`config.mk`:
```
export PLATFORM = sky130hd
export DESIGN_NAME = no_tgfbr_multi
export DESIGN_NICKNAME = d
export VERILOG_FILES = /design/src/rtl/gnr_node_pkg.sv /design/src/rtl/no_tgfbr_div.sv /design/src/rtl/no_tgfbr_multi.sv
export SDC_FILE = /design/constraint.sdc
export NUM_CORES = 1
export LEC_CHECK = 0
export CAP_MARGIN = 0
export CORE_MARGIN = 5
export CORE_UTILIZATION = 42
export DETAILED_ROUTE_END_ITERATION = 12
export HOLD_SLACK_MARGIN = 0.02
export PLACE_DENSITY = 0.88
export SKIP_CTS_REPAIR_TIMING = 1
export SYNTH_ARGS = -nofsm -noshare
export SYNTH_HDL_FRONTEND = slang
export SYNTH_HIERARCHICAL = 1
export SYNTH_SLANG_ARGS = --single-unit
```
`constraint.sdc`:
```
create_clock -name clk -period 2.35 [get_ports clk]
set_input_delay 0.47 -clock clk [delete_from_list [all_inputs] [get_ports clk]]
set_output_delay 0.47 -clock clk [all_outputs]
set_load 0.005 [all_outputs]
```
`src/rtl/gnr_node_pkg.sv`:
```
// Shared constants and the next-state reduction for the GNR node.
package gnr_node_pkg;

  localparam int MODE_OR      = 0;
  localparam int MODE_ACT_INH = 1;

  localparam int DEF_DIV_W = 4;
  localparam int DEF_CNT_W = 16;

  // Boolean rule of the node, applied to already-reduced activator/inhibitor ORs.
  function automatic logic node_next(input int mode, input logic any_act, input logic any_inh);
    if (mode == MODE_ACT_INH) return any_act & ~any_inh;
    return any_act;
  endfunction

endpackage

```
`src/rtl/no_tgfbr_div.sv`:
```
// Per-channel update divider: fires on the first start after load, then every div+1 starts.
module no_tgfbr_div
  import gnr_node_pkg::*;
#(
  parameter int DIV_W = DEF_DIV_W
) (
  input  logic             clk,
  input  logic             rst_n,
  input  logic             load,
  input  logic [DIV_W-1:0] div,
  input  logic             start,
  output logic             fire
);

  logic [DIV_W-1:0] div_q;
  logic [DIV_W-1:0] cnt_q, cnt_d;

  // load masks start, so a start coinciding with re-initialise never fires
  assign fire = start & ~load & (cnt_q == '0);

  // Down-counter: reload with the divisor on a firing start, else count down; never below 0
  always_comb begin
    cnt_d = cnt_q;
    if (load)
      cnt_d = '0;
    else if (start)
      cnt_d = (cnt_q == '0) ? div_q : cnt_q - 1'b1;
  end

  // Divisor is captured only on load and held until the next one
  always_ff @(posedge clk or negedge rst_n) begin
    if (!rst_n) begin
      div_q <= '0;
      cnt_q <= '0;
    end else begin
      cnt_q <= cnt_d;
      if (load) div_q <= div;
    end
  end

endmodule

```
`src/rtl/no_tgfbr_multi.sv`:
```
// Multi-channel GRN node: NUM_CH independent Boolean state bits with divided update rate.
// Optional per-channel transition counter enabled by macro GNR_NODE_TRANS_CNT_EN.
module no_tgfbr_multi
  import gnr_node_pkg::*;
#(
  parameter int NUM_CH  = 2,
  parameter int NUM_ACT = 1,
  parameter int NUM_INH = 1,
  parameter int MODE    = MODE_OR,
  parameter int DIV_W   = DEF_DIV_W,
  parameter int CNT_W   = DEF_CNT_W
) (
  input  logic                      clk,
  input  logic                      rst_n,
  input  logic                      reset_nos,
  input  logic                      init_state,
  input  logic [NUM_CH*DIV_W-1:0]   div_cfg,
  input  logic [NUM_CH-1:0]         start,
  input  logic [NUM_CH*NUM_ACT-1:0] act_in,
  input  logic [NUM_CH*NUM_INH-1:0] inh_in,
  output logic [NUM_CH-1:0]         s,
  output logic [NUM_CH-1:0]         s_fb,
  output logic [NUM_CH-1:0]         changed,
  output logic [NUM_CH*CNT_W-1:0]   trans_cnt
);

  logic [NUM_CH-1:0] fire;
  logic [NUM_CH-1:0] f;
  logic [NUM_CH-1:0] s_q, s_d;
  logic [NUM_CH-1:0] chg_q, chg_d;

  // One divider and one next-state reduction per channel
  for (genvar c = 0; c < NUM_CH; c++) begin : g_ch
    no_tgfbr_div #(.DIV_W(DIV_W)) u_div (
      .clk   (clk),
      .rst_n (rst_n),
      .load  (reset_nos),
      .div   (div_cfg[c*DIV_W +: DIV_W]),
      .start (start[c]),
      .fire  (fire[c])
    );
    assign f[c] = node_next(MODE, |act_in[c*NUM_ACT +: NUM_ACT], |inh_in[c*NUM_INH +: NUM_INH]);
  end

  // Next state: re-initialise wins; otherwise only firing channels take f
  always_comb begin
    s_d   = s_q;
    chg_d = '0;
    if (reset_nos) begin
      s_d = {NUM_CH{init_state}};
    end else begin
      for (int c = 0; c < NUM_CH; c++) begin
        if (fire[c]) begin
          s_d[c]   = f[c];
          chg_d[c] = f[c] ^ s_q[c];
        end
      end
    end
  end

  // State and change-pulse registers
  always_ff @(posedge clk or negedge rst_n) begin
    if (!rst_n) begin
      s_q   <= '0;
      chg_q <= '0;
    end else begin
      s_q   <= s_d;
      chg_q <= chg_d;
    end
  end

  assign s       = s_q;
  assign s_fb    = s_q;
  assign changed = chg_q;

`ifdef GNR_NODE_TRANS_CNT_EN
  logic [NUM_CH-1:0][CNT_W-1:0] tc_q;

  // Count change pulses, saturating at all-ones
  always_ff @(posedge clk or negedge rst_n) begin
    if (!rst_n) begin
      tc_q <= '0;
    end else begin
      for (int c = 0; c < NUM_CH; c++) begin
        if (reset_nos)
          tc_q[c] <= '0;
        else if (chg_q[c] && (tc_q[c] != '1))
          tc_q[c] <= tc_q[c] + 1'b1;
      end
    end
  end

  assign trans_cnt = tc_q;
`else
  assign trans_cnt = '0;
`endif

endmodule
```
---- Yosys cells after proc, flatten, opt, wreduce, memory -nomap -nowiden ----
Cells that the tools add are included.
word-level totals
  register bits after elaboration ......... 20
  input bits .............................. 18
  output and inout port bits .............. 38
  word-level logic and storage cells ...... 34
operators by class
  bitwise operators ....................... 7
  muxes and demuxes ....................... 12
  add/subtract/negate cells ............... 2
  reductions and logical operators ........ 6
operators by type and width
  operator                                                            number
  4-bit two-way mux                                                   6
  4-bit zero test                                                     2
  2-bit nonzero test                                                  4
  4-bit by 1-bit subtractor with 4-bit output, second input constant  2
  1-bit bitwise AND                                                   4
  1-bit two-way mux                                                   4
  2-bit two-way mux                                                   2
  1-bit XOR                                                           2
  1-bit NOT                                                           1

---- Longest topological paths before layout ----
  depth in word-level cells ............... 5
  gate-level depth with buffers ........... 6
  gate-level depth less buffers ........... 6

---- Modules after synthesis ----
Netlist, hierarchy kept.
modules (own cells, without submodules)
  module          area an instance (um2)  cells each  sequential area each (um2)  instances
  no_tgfbr_div    422.9                   39          200.2                       2
  no_tgfbr_multi  436.7                   47          100.1                       1

---- Least setup slack after synthesis ----
OpenSTA, ideal clock, no wires.
  path kind ............................... flip-flop to flip-flop
  start point ............................. register g_ch[0].u_div.cnt_q[0]
  end point ............................... register s_q[0] (netlist: s[0])
  cell stages (with the launch flop) ...... 7
  buffers on the path ..................... 0
  path slack .............................. 0.420 ns
  data arrival time ....................... 1.805 ns
  cells stage by stage .................... dfrtp_1 inv_1 ha_1 nor3b_1 and3b_1 mux2_1 mux2_2
between the ends
  cells in the longest elaborated chain, start to end .. 3
RTL lines
  what                                 RTL line              text
  start, declared                      no_tgfbr_div.sv:16    logic [DIV_W-1:0] cnt_q, cnt_d;
  start signal, assigned               no_tgfbr_div.sv:36    cnt_q <= cnt_d;
  4-bit zero test                      no_tgfbr_div.sv:19    assign fire = start & ~load & (cnt_q == '0);
  1-bit bitwise AND                    no_tgfbr_div.sv:19
  net fire[0]                          no_tgfbr_multi.sv:27  logic [NUM_CH-1:0] fire;
  2-bit nonzero test (no source line)  -
  end signal, assigned                 no_tgfbr_multi.sv:64  s_q <= '0;
  end signal, assigned                 no_tgfbr_multi.sv:67  s_q <= s_d;
  end, declared                        no_tgfbr_multi.sv:29  logic [NUM_CH-1:0] s_q, s_d;
The timed path passes the listed nets, and every way through them passes these cells.
A chain may end at the register's enable or synchronous reset.

---- Worst setup path in the final report ----
Same ends and word-level chain as after synthesis.

==> flow_summary.ini <==
[logic_synthesis]
synth-edff-count = 0
yosys-top-cells-area = dfrtp_1 (39%), buf_4 (21%), mux2_2 (8.8%)
ys_types = 24
synthFlopType = dfrtp_1
ys_seq_area_share_pct = 39.0
synth_top_area_share_pct = 39.0
async_flop_share_pct = 100
avgSynthCellArea_um2 = 10.3
synth-seq-cells = 20
yosysTopAreaCell = dfrtp_1
yosysWarnings = 6
synth_most_common_cell = buf_4
synth_area_mm2 = 0.00128
syn_inst = 125
ys_top_cells_by_count = buf_4 (36), dfrtp_1 (20), mux2_2 (10)

[hold_path]
min_path_type = in2async

[critical_path]
path_buf_inv = 1
reg2reg_slack_ns = 0.50
critPathSlowestCell = dfrtp_1
rr_worst_depth = 6
cp.required_ns = 2.55
crit_chain = inv_1 > ha_1 > nor3b_1 > and3b_1 > mux2_1 > mux2_2
worst-path-stages = 6
critPathTopFamily = multiplexers
worstPathMaxFanout = 4
r2r_end = s[0]$_DFFE_PN0P_
start_kind = flip-flop
worstPathArrival_ns = 2.05
r2r-start = g_ch[0].u_div/cnt_q[0]$_DFFE_PN0P_
worstSetupPathType = reg2reg
crit_path_end_kind = flip-flop
cp_slowest_stage_delay_ns = 0.43

[sta]
setup_viol = 0
fin_crit_sh_pct = 78.8
max_freq_mhz = 540
tns_ns = 0
min_period_ns = 1.85
hold_viol = 0
finalMaxSlewViolations = 0
whs_ns = 0.484
setup_slack_ns = 0.499
fin_skew_ns = 0.00135
rsz0062_at_grt = no

[finish]
nFillCells = 271
seqCellArea_um2 = 500
fin_util_pct = 48.7
antennaDiodeCount = 0
drive_gt1_share_pct = 15.3
layout.nets = 173
multiInputGateArea_um2 = 606
areaGrowthSynthToFinish_pct = 14.0

[run]
max_cap_violations = 0

[power_and_ir_drop]
cellPowerDensity_mw_per_mm2 = 655
irDropWorstVdd_v = 0.000291
p_total_mw = 0.958
leakage_nw = 0.673

[placed_design]
hpwl_um = 1710
io_buffers = 21
place_ws_ns = 0.240
gp_congestion = 0.759

[global_routing]
grt_antenna_before_repair = 0
globalRouteOverflowTotal = 0
grt.total_usage_pct = 10.4
grt_pass1_vias = 796
grt_pass1_wl_um = 3390
grt_start_max_net_pins = 21

[detailed_routing]
detail_route.first_pass.iterations = 4
initialDrtViolationCount = 9
route.detailed.drc = 0
routedWlPerCell_um = 11.8
wl_um = 2160
vias = 844
via_per_inst = 4.61
detail-route-antenna-nets = 0

[clocking]
worstSkewPairLatency_ns = 0.30
cts_made_buffers = 3
root_buffer = clkbuf_4
path_clk_slew_ns = 0.11
cts_sinks = 20
cts_tree = done
htree_levels = 1
cts.path.max_buffers = 2

[die]
rows = 20
coreArea_mm2 = 0.00300
dieHeight_um = 65.3
die-area_mm2 = 0.00426
die_w_um = 65.3
floorplan.initialDensity_pct = 42.7
pin_count = 56

[status]
status = finished, final reports clean
-- kinds of logic (layout without fill, tap and decap cells) --
logic type	count (synthesis)	in the layout	synth area share (%)
AND/OR/NAND/NOR	34	34	17.2
multiplexers	12	12	10.5
buffers and inverters	42	36	22.8
AO/OA/AOI/OAI	10	10	4.88
flip-flops	20	20	39.0
XOR/XNOR	2	2	1.37
other	1	32	0.292
adder cells (fa/ha/maj)	4	4	3.90
-- placed cells by master, fill, tap and decap left out, drive strengths merged --
cell type	count
a21oi	2
a311oi	2
a31oi	4
and3b	2
and4b	2
buf	7
clkbuf	4
clkdlybuf4s50	21
conb	32
dfrtp	20
ha	4
inv	4
mux2	12
nand2	6
nand2b	2
nand3	4
nor2	2
nor3b	6
o21ai	2
or2	2
or3	4
or3b	2
or4b	2
xnor2	2
-- sequential cells by signal (all words and copies together), names as in the netlist --
| signal | flops |
|---|---|
| changed | 2 |
| g_ch.u_div/cnt_q | 8 |
| g_ch.u_div/div_q | 8 |
| s | 2 |
-- area by class of cell --
type	instances	share of cell area, %
repair buffers	28	18.0
clock buffers	4	2.48
inverters	4	1.03
flip-flops and latches	20	34.2
well taps	33	2.83
multi-input cells	94	41.4
-- how the worst max path moves through the flow --
stage | from | to | slack (ns)
3_3_place_gp | start[1] | g_ch[1].u_div/cnt_q[3]$_DFFE_PN0P_ | 0.28
3_5_place_dp | start[1] | g_ch[1].u_div/cnt_q[3]$_DFFE_PN0P_ | 0.24
4_1_cts | g_ch[0].u_div/cnt_q[0]$_DFFE_PN0P_ | s[0]$_DFFE_PN0P_ | 0.48
6_report | g_ch[0].u_div/cnt_q[0]$_DFFE_PN0P_ | s[0]$_DFFE_PN0P_ | 0.50
5_1_grt | g_ch[0].u_div/cnt_q[0]$_DFFE_PN0P_ | s[0]$_DFFE_PN0P_ | 0.36
2_1_floorplan | g_ch[0].u_div/cnt_q[0]$_DFFE_PN0P_ | s[0]$_DFFE_PN0P_ | 0.42
-- metal layers --
layer | vias up | wire, um | track usage [%]
li1 | 409 | - | -
met1 | 390 | 956 | 13.6
met2 | 41 | 997 | 15.4
met3 | 4 | 158 | 0.855
met4 | 0 | 48 | 8.55
met5 | - | 0 | 0
-- worst register-to-register path, delay by kind of cell, from the launching register on --
kind	cells	cell delay, ns
buf+inv	1	0.10
flops	1	0.43
mux	2	0.57
fa+ha+maj	1	0.18
simple gates	2	0.47
-- per-stage QoR --
step | area [um2] | std cells
4_1_cts | 1460 | 183
2_1_floorplan | 1400 | 156
6_report | 1460 | 183
3_5_place_dp | 1430 | 179
5_1_grt | 1460 | 183
3_3_place_gp | 1430 | 179
-- power breakdown --
part           switching, mW  internal, mW
sequential            0.0445         0.394
clock                  0.110        0.0946
combinational          0.137         0.178
Note: power is estimated with default switching activity, not from simulation.
